File: src/rtl/load_store_unit.sv
// RV32I load/store unit driving a word-wide dmem with no byte enables (RMW for sub-word stores).
// Optional macro LSU_MISALIGN_SPLIT_EN: split misaligned accesses over two words instead of trapping.
module load_store_unit #(
    parameter int ADDR_W = 32,
    parameter int XLEN   = 32
) (
    input  logic              clk,
    input  logic              rst,
    input  logic              req_valid,
    output logic              req_ready,
    input  logic              req_we,
    input  logic [2:0]        req_funct3,
    input  logic [ADDR_W-1:0] req_addr,
    input  logic [XLEN-1:0]   req_wdata,
    output logic              resp_valid,
    output logic [XLEN-1:0]   resp_rdata,
    output logic              resp_err,
    output logic              dmem_RW,
    output logic [ADDR_W-1:0] dmem_address,
    output logic [XLEN-1:0]   dmem_wdata,
    input  logic [XLEN-1:0]   dmem_rdata
);

    typedef enum logic [2:0] {
        S_IDLE  = 3'd0,
        S_RD    = 3'd1,
        S_WR    = 3'd2,
        S_RESP  = 3'd3
`ifdef LSU_MISALIGN_SPLIT_EN
        ,
        S_RD_HI = 3'd4,
        S_WR_HI = 3'd5
`endif
    } state_t;

    function automatic logic is_legal(input logic we, input logic [2:0] f3);
        logic ok;
        case (f3)
            3'b000, 3'b001, 3'b010: ok = 1'b1;
            3'b100, 3'b101:         ok = ~we;
            default:                ok = 1'b0;
        endcase
        return ok;
    endfunction

    function automatic logic is_misaligned(input logic [1:0] size, input logic [1:0] off);
        logic mis;
        case (size)
            2'b01:   mis = off[0];
            2'b10:   mis = (off != 2'b00);
            default: mis = 1'b0;
        endcase
        return mis;
    endfunction

    function automatic logic [63:0] lane_mask(input logic [1:0] size, input logic [1:0] off);
        logic [63:0] m;
        case (size)
            2'b00:   m = 64'h0000_0000_0000_00FF;
            2'b01:   m = 64'h0000_0000_0000_FFFF;
            default: m = 64'h0000_0000_FFFF_FFFF;
        endcase
        return m << {off, 3'b000};
    endfunction

    // The 64-bit window is {high word, low word}; only the addressed lanes are replaced.
    function automatic logic [63:0] merge_store(input logic [63:0] win, input logic [1:0] size,
                                                input logic [1:0] off, input logic [31:0] data);
        logic [63:0] m;
        logic [63:0] d;
        m = lane_mask(size, off);
        d = {32'h0000_0000, data} << {off, 3'b000};
        return (win & ~m) | (d & m);
    endfunction

    function automatic logic [31:0] extract_load(input logic [63:0] win, input logic [2:0] f3,
                                                 input logic [1:0] off);
        logic [31:0] raw;
        logic [31:0] v;
        raw = 32'(win >> {off, 3'b000});
        case (f3)
            3'b000:  v = {{24{raw[7]}}, raw[7:0]};
            3'b001:  v = {{16{raw[15]}}, raw[15:0]};
            3'b010:  v = raw;
            3'b100:  v = {24'h00_0000, raw[7:0]};
            3'b101:  v = {16'h0000, raw[15:0]};
            default: v = 32'h0000_0000;
        endcase
        return v;
    endfunction

    state_t            state_r, state_s;
    logic              we_r;
    logic [2:0]        f3_r;
    logic [ADDR_W-1:0] addr_r;
    logic [XLEN-1:0]   wdata_r;

    logic              dmem_rw_s, resp_valid_s, resp_err_s;
    logic [ADDR_W-1:0] dmem_address_s;
    logic [XLEN-1:0]   dmem_wdata_s, resp_rdata_s;

    logic              accept_s, req_illegal_s, req_mis_s;
    logic [ADDR_W-1:0] req_base_s, base_s;
    logic [63:0]       win_s;
    logic [XLEN-1:0]   merged_lo_s, loaded_s;

    assign req_ready     = (state_r == S_IDLE) && !rst;
    assign accept_s      = req_valid && req_ready;
    assign req_illegal_s = ~is_legal(req_we, req_funct3);
    assign req_mis_s     = is_misaligned(req_funct3[1:0], req_addr[1:0]);
    assign req_base_s    = {req_addr[ADDR_W-1:2], 2'b00};
    assign base_s        = {addr_r[ADDR_W-1:2], 2'b00};

`ifdef LSU_MISALIGN_SPLIT_EN
    logic              split_r;
    logic [XLEN-1:0]   lo_r, lo_s, hi_r, hi_s, merged_hi_s;
    logic [63:0]       merged_s;
    logic [ADDR_W-1:0] base_hi_s;

    // Word A+4 wraps naturally at the top of the address space.
    assign base_hi_s   = base_s + {{(ADDR_W-3){1'b0}}, 3'b100};
    assign win_s       = (state_r == S_RD_HI) ? {dmem_rdata, lo_r} : {32'h0000_0000, dmem_rdata};
    assign merged_s    = merge_store(win_s, f3_r[1:0], addr_r[1:0], wdata_r);
    assign merged_lo_s = merged_s[31:0];
    assign merged_hi_s = merged_s[63:32];
`else
    assign win_s       = {32'h0000_0000, dmem_rdata};
    assign merged_lo_s = 32'(merge_store(win_s, f3_r[1:0], addr_r[1:0], wdata_r));
`endif
    assign loaded_s    = extract_load(win_s, f3_r, addr_r[1:0]);

    // Next-state and next-output logic; outputs are registered from these values.
    always_comb begin
        state_s        = state_r;
        dmem_rw_s      = 1'b0;
        dmem_address_s = '0;
        dmem_wdata_s   = '0;
        resp_valid_s   = 1'b0;
        resp_rdata_s   = '0;
        resp_err_s     = 1'b0;
`ifdef LSU_MISALIGN_SPLIT_EN
        lo_s           = lo_r;
        hi_s           = hi_r;
`endif
        case (state_r)
            S_IDLE: begin
                if (req_valid) begin
`ifdef LSU_MISALIGN_SPLIT_EN
                    if (req_illegal_s) begin
`else
                    if (req_illegal_s || req_mis_s) begin
`endif
                        state_s      = S_RESP;
                        resp_valid_s = 1'b1;
                        resp_err_s   = 1'b1;
                    end else if (req_we && (req_funct3 == 3'b010) && (req_addr[1:0] == 2'b00)) begin
                        state_s        = S_WR;
                        dmem_rw_s      = 1'b1;
                        dmem_address_s = req_base_s;
                        dmem_wdata_s   = req_wdata;
                    end else begin
                        state_s        = S_RD;
                        dmem_address_s = req_base_s;
                    end
                end else begin
                    state_s = S_IDLE;
                end
            end
            S_RD: begin
`ifdef LSU_MISALIGN_SPLIT_EN
                if (split_r) begin
                    state_s        = S_RD_HI;
                    lo_s           = dmem_rdata;
                    dmem_address_s = base_hi_s;
                end else if (we_r) begin
`else
                if (we_r) begin
`endif
                    state_s        = S_WR;
                    dmem_rw_s      = 1'b1;
                    dmem_address_s = base_s;
                    dmem_wdata_s   = merged_lo_s;
                end else begin
                    state_s      = S_RESP;
                    resp_valid_s = 1'b1;
                    resp_rdata_s = loaded_s;
                end
            end
`ifdef LSU_MISALIGN_SPLIT_EN
            S_RD_HI: begin
                if (we_r) begin
                    state_s        = S_WR;
                    dmem_rw_s      = 1'b1;
                    dmem_address_s = base_s;
                    dmem_wdata_s   = merged_lo_s;
                    hi_s           = merged_hi_s;
                end else begin
                    state_s      = S_RESP;
                    resp_valid_s = 1'b1;
                    resp_rdata_s = loaded_s;
                end
            end
            S_WR: begin
                if (split_r) begin
                    state_s        = S_WR_HI;
                    dmem_rw_s      = 1'b1;
                    dmem_address_s = base_hi_s;
                    dmem_wdata_s   = hi_r;
                end else begin
                    state_s      = S_RESP;
                    resp_valid_s = 1'b1;
                end
            end
            S_WR_HI: begin
                state_s      = S_RESP;
                resp_valid_s = 1'b1;
            end
`else
            S_WR: begin
                state_s      = S_RESP;
                resp_valid_s = 1'b1;
            end
`endif
            S_RESP: begin
                state_s = S_IDLE;
            end
            default: begin
                state_s = S_IDLE;
            end
        endcase
    end

    // State register.
    always_ff @(posedge clk) begin
        if (rst) begin
            state_r <= S_IDLE;
        end else begin
            state_r <= state_s;
        end
    end

    // Registered outputs toward dmem and the core.
    always_ff @(posedge clk) begin
        if (rst) begin
            dmem_RW      <= 1'b0;
            dmem_address <= '0;
            dmem_wdata   <= '0;
            resp_valid   <= 1'b0;
            resp_rdata   <= '0;
            resp_err     <= 1'b0;
        end else begin
            dmem_RW      <= dmem_rw_s;
            dmem_address <= dmem_address_s;
            dmem_wdata   <= dmem_wdata_s;
            resp_valid   <= resp_valid_s;
            resp_rdata   <= resp_rdata_s;
            resp_err     <= resp_err_s;
        end
    end

    // Request fields held for the whole access, captured on the accept edge.
    always_ff @(posedge clk) begin
        if (rst) begin
            we_r    <= 1'b0;
            f3_r    <= 3'b000;
            addr_r  <= '0;
            wdata_r <= '0;
`ifdef LSU_MISALIGN_SPLIT_EN
            split_r <= 1'b0;
`endif
        end else if (accept_s) begin
            we_r    <= req_we;
            f3_r    <= req_funct3;
            addr_r  <= req_addr;
            wdata_r <= req_wdata;
`ifdef LSU_MISALIGN_SPLIT_EN
            split_r <= req_mis_s;
`endif
        end
    end

`ifdef LSU_MISALIGN_SPLIT_EN
    // Low read word and high merged word carried between split phases.
    always_ff @(posedge clk) begin
        if (rst) begin
            lo_r <= '0;
            hi_r <= '0;
        end else begin
            lo_r <= lo_s;
            hi_r <= hi_s;
        end
    end
`endif

endmodule
File: config.mk
export PLATFORM = sky130hd
export DESIGN_NAME = load_store_unit
export DESIGN_NICKNAME = d
export VERILOG_FILES = /design/src/rtl/load_store_unit.sv
export SDC_FILE = /design/constraint.sdc
export NUM_CORES = 1
export LEC_CHECK = 0
export CAP_MARGIN = 30
export CORE_MARGIN = 2
export CORE_UTILIZATION = 47
export DETAILED_ROUTE_END_ITERATION = 10
export GPL_TIMING_DRIVEN = 0
export PLACE_DENSITY = 0.85
export SYNTH_ARGS = -nofsm -noshare
export SYNTH_HDL_FRONTEND = slang
export SYNTH_SLANG_ARGS = --single-unit
File: constraint.sdc
create_clock -name clk -period 1.8 [get_ports clk]
set_input_delay 0.18 -clock clk [delete_from_list [all_inputs] [get_ports clk]]
set_output_delay 0.18 -clock clk [all_outputs]
set_load 0.01 [all_outputs]
==> impl_metrics.py, run 1 <==
metrics = {
    "logic_synthesis": {
        "yosys_warnings": 0,
        "ys_seq_area_share_pct": 48.6,
        "synth_area_sq_mm": 0.00687,
        "ys_types": 51,
        "ys_seq_elements": 167,
        "syn_inst": 761,
        "synth_edf_count": 0,
        "synth_flop_cell": "dfxtp_1",
        "avgSynthCellArea_sq_um": 9.03,
        "async_reset_ff_share_pct": 0,
    },
    "route": {
        "ant_nets": 0,
        "totalWireLength_microns": 22400,
        "drt-met1-wl_microns": 9160,
        "first_iter_violations": 646,
        "wl_per_cell_microns": 19.0,
        "top_layer_used": "met4",
        "dr_total_vias": 6701,
        "viasPerCell": 5.67,
        "firstDrtPassIters": 7,
        "drc": 0,
        "dr_wl_met3_microns": 2140,
        "dr_wl_met2_microns": 10200,
    },
    "die": {
        "die_w_microns": 125,
        "pin_count": 203,
        "num_rows": 44,
        "die_y_microns": 125,
        "core_sq_mm": 0.0144,
        "start_util_pct": 47.6,
        "die_area_sq_mm": 0.0156,
    },
    "sta": {
        "rsz0062_at_grt": "true",
        "layout_setup_ws_ps": 23.1,
        "finalCriticalPeriod_ps": 1780,
        "hold_violations": 0,
        "tightest_slew_ps": 550,
        "finalSetupViolations": 0,
        "max_clock_freq_mhz": 563,
        "finalCritPeriodShare_pct": 98.7,
        "finClkSkew_ps": 9.59,
        "drv_slew": 0,
        "relSlewSlack_pct": 63.1,
    },
    "hold_path": {
        "holdPathStages": 3,
        "hp-start": "req_funct3[2]",
        "hold_end": "f3_r[2]",
        "hp-class": "in -> reg",
    },
    "place": {
        "dp_hpwl_microns": 16400,
        "dp_slack_ps": -529,
        "gp_congestion": 0.950,
        "port_buffers": 199,
        "place_area_sq_mm": 0.00910,
    },
    "power_and_ir_drop": {
        "power.density_mw_per_mm2": 1220,
        "vdd_drop_max_v": 0.000824,
        "power_leakage_nw": 3.72,
    },
    "worst_setup_path": {
        "worstSetupPathType": "reg -> reg",
        "crit_family": "simple AND/OR/NAND/NOR gates",
        "r2r_slack_ps": 20,
        "path_buf_inv": 2,
        "reg2reg_from": "addr_r[0]",
        "cp_slowest_stage_delay_ps": 370,
        "slowest_stage": "nor2_2",
        "start_kind": "flip-flop",
        "r2r-end": "dmem_wdata[23]",
        "cp_max_fo": 10,
        "r2r_cells": 6,
        "worstPathArrival_ps": 2090,
        "cp-end-kind": "flip-flop",
        "crit_required_ps": 2110,
        "critical_path.cell_chain": "buf_2 -> nor2_2 -> buf_4 -> nand2_1 -> and3_1 -> o31ai_1",
    },
    "clocking": {
        "htree_levels": 4,
        "clk_latency_ps": 430,
        "cts_max_path_buffers": 2,
        "cts_tree": "built",
        "clock-sinks": 167,
        "clk_pin_slew_ps": 60,
        "cts-root-buf": "clkbuf_16",
        "cts_buffers": 17,
    },
    "global_routing": {
        "grt_pass1_vias": 6439,
        "antenna_found_initial": 2,
        "grt.total_usage_pct": 28.2,
        "grt_first_pass_wirelength_microns": 34600,
        "grt_overflow_total": 0,
        "grt_max_degree": 17,
    },
    "layout": {
        "layout-drive-gt1-share_pct": 10.9,
        "area_growth_pct": 44.7,
        "fillers": 1117,
        "final_cell_area_sq_mm": 0.00994,
        "nets": 1093,
    },
    "job": {
        "drv_cap": 0,
    },
    "run_status": {
        "outcome": "complete, no violations",
    },
}
layout by cell type (no fill, tap or decap), types with 4 or more instances in the layout:
cell type          n
mux4_2             8
clkbuf_2           7
a22oi_1            6
a21oi_1           79
a32oi_1            8
buf_4             13
a2bb2oi_1          8
o31ai_1            6
clkdlybuf4s50_1  198
mux2i_1           38
ha_1               6
nor2b_1            8
a211oi_1          14
mux2_2            10
and2_0             5
nor2_1            27
and3_1             6
buf_2             12
inv_1             12
clkbuf_16         17
o21ai_0           34
bufinv_16          6
a32o_1            30
clkbuf_1          21
nand2_1          181
buf_6              4
dfxtp_1          165
clkbuf_4           4
flip-flops by register name (all words and copies together), names as in the netlist:
register and count:
dmem_RW 1, we_r 1, state_r 2, resp_valid 1
resp_rdata 32, wdata_r 32, f3_r 3, resp_err 1
dmem_wdata 32, dmem_address 30, addr_r 32
logic make-up (layout without fill, tap and decap cells):
| family | count (synthesis) | count (layout) | synth area share (%) |
|---|---|---|---|
| AND/OR/NAND/NOR | 257 | 257 | 16.2 |
| AO/OA/AOI/OAI | 201 | 201 | 19.2 |
| flip-flops | 167 | 167 | 48.6 |
| buffers and inverters | 71 | 305 | 4.66 |
| multiplexers | 57 | 57 | 9.94 |
| adder cells (fa/ha/maj) | 7 | 7 | 1.27 |
| other | 1 | 4 | 0.0546 |
per-stage QoR:
stage               total power [W]  hold slack, ps  util [%]  std cells  setup TNS [ps]
global placement            0.00772             441      63.1       1145          -32450
global route                 0.0127             245      68.9       1181           -74.7
finish                       0.0122             206      68.9       1182               0
detailed placement          0.00780             447      63.1       1145          -36900
CTS                          0.0120             189      68.3       1179            -549
floorplan                   0.00648             287         -        762               0
worst min-delay path: cells and delay by family:
family                 cells  cell delay [ps]
AO/OA/AOI/OAI              1               70
AND/OR/NAND/NOR            1              110
buffers and inverters      1              220
worst max path at each step:
stage | startpoint | end | depth (start not counted) | slack, ps
after floorplan | state_r[0] | addr_r[23] | 7 | 210
after global placement | req_funct3[1] | dmem_wdata[23] | 7 | -540
after detailed placement | rst | dmem_wdata[29] | 5 | -530
after CTS | state_r[1] | dmem_address[16] | 6 | -40
after global routing | state_r[1] | resp_rdata[31] | 7 | -20
final | addr_r[0] | dmem_wdata[23] | 6 | 20
synthesized netlist by cell type, drive strengths merged (3+ instances only):
cell type / count / area [sq um]
mux2i: 39 / 390
and2: 9 / 56.3
nor2b: 10 / 62.6
and3: 6 / 37.5
a32o: 30 / 300
nor2: 30 / 118
clkbuf: 28 / 105
nor3: 5 / 35.0
a2bb2oi: 8 / 70.1
mux4: 8 / 180
buf: 31 / 170
ha: 7 / 87.6
nand2: 183 / 687
nand3b: 3 / 22.5
o21ai: 37 / 185
inv: 12 / 45.0
dfxtp: 167 / 3340
mux2: 10 / 113
a21oi: 80 / 400
a22oi: 6 / 45.0
o31ai: 6 / 45.0
a211oi: 14 / 105
a32oi: 8 / 70.1
final cells by class:
class	count	area (sq um)	area share, %
clock buffer	21	470	4.73
tap	184	230	2.32
antenna	2	5.00	0.0503
inverter	12	45.0	0.453
timing repair buffer	203	2020	20.3
buffer	58	319	3.21
multi-input combinational	524	3290	33.1
sequential	167	3350	33.7
clock inverter	11	219	2.20
where the power goes:
group / switching (W) / internal (W) / leakage [nW]
sequential: 0.000302 / 0.00417 / 1.36
clock: 0.00149 / 0.00272 / 0.333
combinational: 0.00198 / 0.00149 / 2.03
total: 0.00377 / 0.00838 / 3.72
timing repair:
item | CTS | global route
endpoints found under the hold margin | 0 | 0
setup buffers | 3 | 1
hold buffers | 0 | 0
resized for setup | 18 | 36
endpoints found under the setup margin | 152 | 116
pin swaps | 3 | 2
metal layers:
layer | vias to the layer above | global-route usage (%)
met5 | - | 0
met4 | 0 | 12.2
met3 | 64 | 8.16
met2 | 377 | 44.6
met1 | 3145 | 36.2
li1 | 3115 | -
No activity file was read; power rests on OpenSTA's default activity.
==> inputs of run 2 (changes only) <==
- ABC_CLOCK_PERIOD_IN_PS: not set -> 1800
==> results of run 2 <==
Final layout, timing and power as in run 1 (identical DEF).
==> inputs of run 3 (changes only) <==
- CORE_MARGIN: 2 -> not set
- MAX_ROUTING_LAYER: not set -> met4
==> run 3 against run 2 <==
  * Fmax fell by 0.43%
  * Sequential power barely moved
  * Final area fell by 0.21%
  * Die area is 3.2% lower
  * Cell count decreased by 0.17%
  * Worst setup slack worse by 7.7 ps
  * Clock skew is 0.97 ps higher
  * First-iteration DRC count is 20% higher
  * Register-to-register slack barely moved
  * Highest routed layer unchanged
==> impl_metrics.py, run 3 (same netlist as run 1, synthesis figures left out) <==
metrics = {
    "run_status": {
        "outcome": "complete, no violations",
    },
    "worst_setup_path": {
        "crit_start": "req_funct3[0]",
        "worstPathArrival_ps": 2110,
        "reg2reg_from": "state_r[0]",
        "crit_required_ps": 2130,
        "worstSetupPathType": "in -> reg",
        "cp_max_fo": 10,
        "start_kind": "input pin",
        "r2r_cells": 6,
        "cp-end-kind": "flip-flop",
    },
    "place": {
        "dp_hpwl_microns": 16500,
        "place_area_sq_mm": 0.00909,
        "port_buffers": 199,
        "gp_congestion": 0.950,
    },
    "global_routing": {
        "grtUsageMet1_pct": 39.2,
        "grt.total_usage_pct": 31.9,
        "grt_pass1_vias": 6490,
        "grt_use_met2_pct": 50.2,
        "antenna_found_initial": 0,
        "grt_overflow_total": 0,
        "busiest_layer": "met2",
        "gr-usage-met3_pct": 7.01,
        "grt_max_degree": 17,
        "grt_first_pass_wirelength_microns": 34800,
    },
    "die": {
        "start_util_pct": 48.8,
        "die_w_microns": 123,
        "die_y_microns": 123,
        "core_sq_mm": 0.0141,
        "die_area_sq_mm": 0.0151,
        "num_rows": 43,
        "pin_count": 203,
    },
    "job": {
        "drv_cap": 0,
    },
    "sta": {
        "relSlewSlack_pct": 59.4,
        "drv_slew": 0,
        "tightest_slew_ps": 608,
        "finalCritPeriodShare_pct": 99.1,
        "finalCriticalPeriod_ps": 1780,
        "rsz0062_at_grt": "true",
        "hold_violations": 0,
        "finalSetupViolations": 0,
        "max_clock_freq_mhz": 560,
        "finClkSkew_ps": 10.6,
    },
    "clocking": {
        "clock-sinks": 167,
        "clk_pin_slew_ps": 60,
        "cts_buffers": 17,
        "cts-root-buf": "clkbuf_16",
        "clk_latency_ps": 440,
        "htree_levels": 4,
        "cts_hold_buffers": 0,
        "cts_max_path_buffers": 2,
        "cts_tree": "built",
    },
    "route": {
        "ant_nets": 0,
        "dr_total_vias": 6892,
        "firstDrtPassIters": 5,
        "totalWireLength_microns": 23100,
        "wl_per_cell_microns": 19.6,
        "viasPerCell": 5.84,
        "drc": 0,
        "first_iter_violations": 772,
    },
    "power_and_ir_drop": {
        "power_leakage_nw": 3.71,
        "power.density_mw_per_mm2": 1190,
        "vdd_drop_max_v": 0.000669,
    },
    "layout": {
        "final_cell_area_sq_mm": 0.00992,
        "layout_commonest_cell": "clkdlybuf4s50_1",
        "fillers": 1082,
        "final_cell_mix": "clkdlybuf4s50_1, nand2_1, dfxtp_1, a21oi_1, mux2i_1",
        "antennaDiodeCount": 0,
        "nets": 1097,
        "fin_util_pct": 70.4,
        "layout-drive-gt1-share_pct": 12.3,
        "area_growth_pct": 44.3,
    },
    "hold_path": {
        "hp-start": "req_addr[13]",
        "hp-class": "in -> reg",
        "holdPathStages": 3,
    },
}
run 3: repair_timing:
| item | in CTS | in global routing |
|---|---|---|
| resized for setup | 27 | 41 |
| setup buffers | 3 | 6 |
| cloned | 0 | 0 |
| endpoints found under the setup margin | 152 | 150 |
| pin swaps | 1 | 4 |
run 3: worst max-delay path, cell delays in order:
cell and delay [ps]:
clkdlybuf4s50_1 520, inv_1 80, ha_1 260, nor3_1 350, a211o_1 180, a21oi_2 50
clkbuf_4 200, a32o_1 280
run 3: cell type report:
cell class	instances	area [sq um]	share of cell area, %
clock buffers	19	443	4.46
repair buffers	208	2050	20.7
plain buffers	57	324	3.27
clock inverters	13	146	1.48
well taps	180	225	2.27
flip-flops and latches	167	3350	33.7
multi-input cells	524	3340	33.6
inverters	12	45.0	0.454
run 3: layer usage:
layer  share of wire, %  routed length [microns]  up-vias
li1                   -                        -     3140
met1                 38                     8840     3233
met2                 47                    11000      438
met3                 11                     2480       81
met4                3.6                      826        0
met5                  0                        0        -
run 3: where the power goes:
group | internal, W | switching [W]
clock network | 0.00209 | 0.00156
logic | 0.00156 | 0.00209
registers | 0.00417 | 0.000295
total | 0.00782 | 0.00395
run 3: per-stage QoR:
stage	setup TNS, ps	setup slack [ps]	power [W]	instances	hold WS, ps
3_3_place_gp	-35080	-491	0.00774	1141	442
6_report	0	15.3	0.0118	1180	319
2_1_floorplan	0	211	0.00648	762	287
4_1_cts	-5.17	-5.17	0.0115	1175	161
5_1_grt	-961	-47.8	0.0123	1180	316
3_5_place_dp	-39450	-537	0.00783	1141	449
run 3: worst paths after layout:
path                                    endpoint  slack (ps)
worst min-delay path                  addr_r[13]         320
worst max register to register           f3_r[2]          20
worst max-delay path            dmem_address[21]          20
worst min register to register         addr_r[4]         460
==> RTL edit 1 (settings of run 2) <==
`ADDR_W`: 32 -> 24.
--- a/src/rtl/load_store_unit.sv
+++ b/src/rtl/load_store_unit.sv
@@ -3,3 +3,3 @@
 module load_store_unit #(
-    parameter int ADDR_W = 32,
+    parameter int ADDR_W = 24,
     parameter int XLEN   = 32
Ports: changed (resized dmem_address and req_addr); port bits go from 203 to 187. No check against the original RTL was run, so the function may have changed too.
==> RTL edit 1 against run 2 <==
The flow now finishes with violations (setup timing); area after synthesis is 7.6% lower; total power is 9.5% lower; worst setup slack worse by 0.047 ns; critical path type unchanged; routed wire length is 5.4% lower; first-iteration DRC count is 5.3% lower; final area is 7.4% lower; largest cell class is now multi-input combinational cells; sequential cell count is 16 lower; via count is 5.4% lower.
==> RTL edit 1: results (changes against run 2) <==
Grt met2 use -> 0.461 (was 0.446)
Initial antenna violation count -> 0 (was 2)
Area grow syn2layout -> 45.1% (was 44.7%)
Arrival @ worst endpoint -> 2.15 ns (was 2.09 ns)
Non-clock buffer share -> 0.238 (was 0.235)
First-pass GRT wire length -> 32400 um (was 34600 um)
Post-Synth Adder-Cell Area -> 0.0138 (was 0.0127)
Fraction of layout cells with a size suffix above 1 -> 0.129 (was 0.109)
Seq cells -> 151 (was 167)
Setup TNS -> -0.0432 ns (was 0 ns)
Compound-gate portion of the synthesized area -> 0.190 (was 0.192)
Ranking of synthesized cells by area -> dfxtp_1, nand2_1, mux2i_1, a21oi_1, a32o_1 (was dfxtp_1, nand2_1, a21oi_1, mux2i_1, a32o_1)
Final WS setup -> -0.0235 ns (was 0.0231 ns)
GRT met3 Usage -> 0.0642 (was 0.0816)
Failing checks -> setup timing
Finished Layout Cells -> 1105 (was 1182)
Crit Reg-Reg Startpoint -> state_r[1] (was addr_r[0])
Clk pwr share -> 0.326 (was 0.346)
PwrDens -> 1190 mW/mm2 (was 1220 mW/mm2)
Internal power -> 7.32 mW (was 8.38 mW)
DP Worst Slack -> -0.608 ns (was -0.529 ns)
Register area share after synthesis -> 0.476 (was 0.486)
Pre-Repair DR Iteration Count -> 5 (was 7)
Top cells by count, synth -> nand2_1, dfxtp_1, a21oi_1 (unchanged)
Outcome -> complete, but fails checks (was completed)
Maximum vdd drop -> 0.730 mV (was 0.824 mV)
Mux cell area share after synthesis -> 0.109 (was 0.0994)
Slowest cell delay on critical path -> 0.33 ns (was 0.37 ns)
FF+latch area -> 0.00303 mm2 (was 0.00335 mm2)
Clock skew -> 0.00907 ns (was 0.00959 ns)
Setup-failing EPs final -> 2 (was 0)
Multi-input combinational gate total -> 491 (was 524)
Repair and plain buffers -> 243 (was 261)
DP HPWL -> 15200 um (was 16400 um)
## RTL edit 1: cell types whose count changed in the layout (fill, tap and decap cells not counted), moves of 4 or more
cell,before,now
nand2_1,181,164
clkdlybuf4s50_1,198,182
dfxtp_1,165,150
clkbuf_1,21,8
clkbuf_2,7,16
a21oi_1,79,71
a32o_1,30,22
buf_4,13,17
bufinv_16,6,2
inv_6,0,4
## RTL edit 1: worst max path at each step
stage | start | endpoint | slack, ns
after floorplan | state_r[0] | dmem_wdata[17] | 0.23
after global placement | rst | dmem_wdata[24] | -0.57
after detailed placement | rst | dmem_wdata[24] | -0.61
after CTS | state_r[1] | dmem_wdata[11] | 0.006
after global routing | state_r[1] | dmem_wdata[31] | -0.05
final | state_r[1] | dmem_wdata[31] | -0.02
## RTL edit 1: what timing repair did
item | 4_1_cts | 5_1_grt
setup buffers | 3 | 4
gates resized for setup | 24 | 51
gates cloned | 0 | 0
pin swaps | 1 | 3
endpoints found under the hold margin | 0 | 0
setup endpoints to repair | 128 | 137
hold buffers | 0 | 0
==> RTL edit 2 (config.mk and constraints of run 2) <==
Made on the original files. Take the reset off `resp_rdata` and load it in a clocked block of its own.
--- a/src/rtl/load_store_unit.sv
+++ b/src/rtl/load_store_unit.sv
@@ -248,3 +248,2 @@
             resp_valid   <= 1'b0;
-            resp_rdata   <= '0;
             resp_err     <= 1'b0;
@@ -255,5 +254,8 @@
             resp_valid   <= resp_valid_s;
-            resp_rdata   <= resp_rdata_s;
             resp_err     <= resp_err_s;
         end
+    end
+
+    always_ff @(posedge clk) begin
+        resp_rdata <= resp_rdata_s;
     end
Behaviour: differs if rst is asserted again (counterexample within 4 cycles, from zero or initial values and one cycle with rst high); with rst held inactive, the same outputs for 4 cycles.
==> RTL edit 2 against run 2 <==
Count of clock-buffer cells in the layout unchanged; sequential share of layout area down 0.22 points; global-route usage fell by 0.61 points; worst setup slack got worse by 0.010 ns; total power grew 2.8%; final area is 0.62% higher; area after synthesis decreased by 0.18%; die area is 0.18% lower; sequential cell count is the same; routed wire length down 0.80%; critical path type unchanged; critical endpoint is now resp_rdata[12]; largest power group unchanged.
==> RTL edit 2: results (changes against run 2) <==
Outcome -> completed (unchanged)
Vias in the first global route -> 6439 (unchanged)
Lkg Pwr -> 3.72 nW (about the same)
Fill cells -> 1133 (was 1117)
Largest net degree at the start of global routing -> 20 (was 17)
Headroom to the max-slew limit -> 0.559 (was 0.631)
All-layer global routing usage -> 0.276 (was 0.282)
IO buf count -> 200 (was 199)
CP Max Fanout -> 10 (unchanged)
Maximum vdd drop -> 0.844 mV (was 0.824 mV)
Total CTS buffers -> 17 (unchanged)
Final WL -> 22200 um (was 22400 um)
CTS clk-pin slew, worst paths -> 0.06 ns (about the same)
Clock root buffer -> clkbuf_16 (unchanged)
First-pass GRT wire length -> 34100 um (was 34600 um)
Most common flop cell mapped by yosys -> dfxtp_1 (unchanged)
Layout Nets -> 1081 (was 1093)
Pre-Repair DR Iteration Count -> 7 (unchanged)
DRT iter0 DRCs -> 638 (was 646)
DP HPWL -> 16400 um (about the same)
N_diodes -> 0 (was 2)
DR vias/cell -> 5.58 (was 5.67)
Longest Clk Path Bufs -> 2 (unchanged)
Ranking of synthesized cells by area -> dfxtp_1, nand2_1, a21oi_1, a32o_1, mux2i_1 (was dfxtp_1, nand2_1, a21oi_1, mux2i_1, a32o_1)
Row count -> 44 (unchanged)
Fraction of layout cells with a size suffix above 1 -> 0.135 (was 0.109)
Yosys cell types -> 48 (was 51)
Gpl congestion -> 0.975 (was 0.950)
Yosys warns -> 0 (unchanged)
Initial antenna violation count -> 0 (was 2)
Register area share after synthesis -> 0.487 (was 0.486)
Post-synth ARST share -> 0 (unchanged)
H-tree depth -> 4 (unchanged)
Top cells by count, synth -> dfxtp_1, nand2_1, a21oi_1 (was nand2_1, dfxtp_1, a21oi_1)
Worst-Skew Late Latency -> 0.43 ns (about the same)
Hold/Removal Path Class -> in -> reg (unchanged)
Post-DP Area -> 0.00910 mm2 (about the same)
Clock skew -> 0.00868 ns (was 0.00959 ns)
Arrival @ worst endpoint -> 2.09 ns (about the same)
==> RTL edit 2: cell types whose count changed in the layout (fill, tap and decap cells not counted), moves of 7 or more <==
| cell | before | now |
|---|---|---|
| and2_1 | 3 | 10 |
| clkbuf_1 | 21 | 13 |
| clkbuf_2 | 7 | 15 |
| mux2_2 | 10 | 18 |
| mux2i_1 | 38 | 28 |
| nand2_1 | 181 | 152 |
| o221ai_1 | 0 | 7 |
| o22ai_1 | 0 | 7 |
==> RTL edit 2: routing by layer <==
metal	vias to the layer above	global-route usage	wire length (um)
met3	52	0.0876	2130
met1	3043	0.333	8830
met5	-	0	0
li1	3098	-	-
met2	328	0.456	10600
met4	0	0.117	687
==> RTL edit 2: through the flow <==
stage / instances / setup slack (ns) / util / setup TNS (ns)
global placement: 1134 / -0.911 / 0.633 / -44.63
detailed placement: 1135 / -0.563 / 0.633 / -44.34
global route: 1168 / -0.0646 / 0.696 / -0.291
finish: 1168 / 0.0127 / 0.696 / 0
floorplan: 750 / 0.101 / - / 0
CTS: 1165 / 0.00592 / 0.685 / 0
==> RTL edit 2: worst max-delay path, stage by stage, from the launching register on <==
cell     delay (ns)
dfxtp_1        0.32
buf_6          0.12
buf_2          0.25
buf_6          0.23
mux2i_2        0.37
nor2_1         0.08
o21ai_1        0.19
a21oi_1        0.10
==> RTL edit 2: power by group <==
| part | leakage, nW | internal, mW | switching, mW | total, mW |
|---|---|---|---|---|
| Clock | 0.313 | 2.54 | 1.52 | 4.06 |
| Sequential | 1.36 | 4.26 | 0.306 | 4.57 |
| Combinational | 2.04 | 1.75 | 2.12 | 3.87 |
| Total | 3.72 | 8.56 | 3.94 | 12.5 |
==> RTL edit 2: cells by family after synthesis <==
group / count (synthesis) / share of synthesized area
AOI/OAI and AO/OA: 217 / 0.210
adders and majority gates: 7 / 0.0128
buffers and inverters: 77 / 0.0500
DFF: 167 / 0.487
muxes: 57 / 0.100
other: 1 / 0.000547
and+or+nand+nor: 223 / 0.139
==> RTL edit 2: path summary, 6_finish.rpt <==
path / startpoint / end / slack, ns / cells after the start
setup reg to reg: addr_r[1] / resp_rdata[12] / 0.01 / 7
setup / recovery: addr_r[1] / resp_rdata[12] / 0.01 / 7
hold reg to reg: addr_r[6] / addr_r[6] / 0.46 / 2
hold / removal: req_addr[10] / addr_r[10] / 0.33 / 3
==> RTL edit 2: cell type report <==
class | count | area share
repair buffers | 205 | 0.203
plain buffers | 56 | 0.0338
clock inverters | 11 | 0.0196
well taps | 184 | 0.0230
flip-flops and latches | 167 | 0.334
clock buffers | 21 | 0.0460
multi-input cells | 506 | 0.333
inverters | 18 | 0.00675
==> RTL edit 2: what timing repair did <==
action / in CTS / in global routing
gates resized for setup: 38 / 60
setup endpoints to repair: 138 / 153
gates cloned: 0 / 1
setup buffers: 1 / 2
pin swaps: 1 / 2
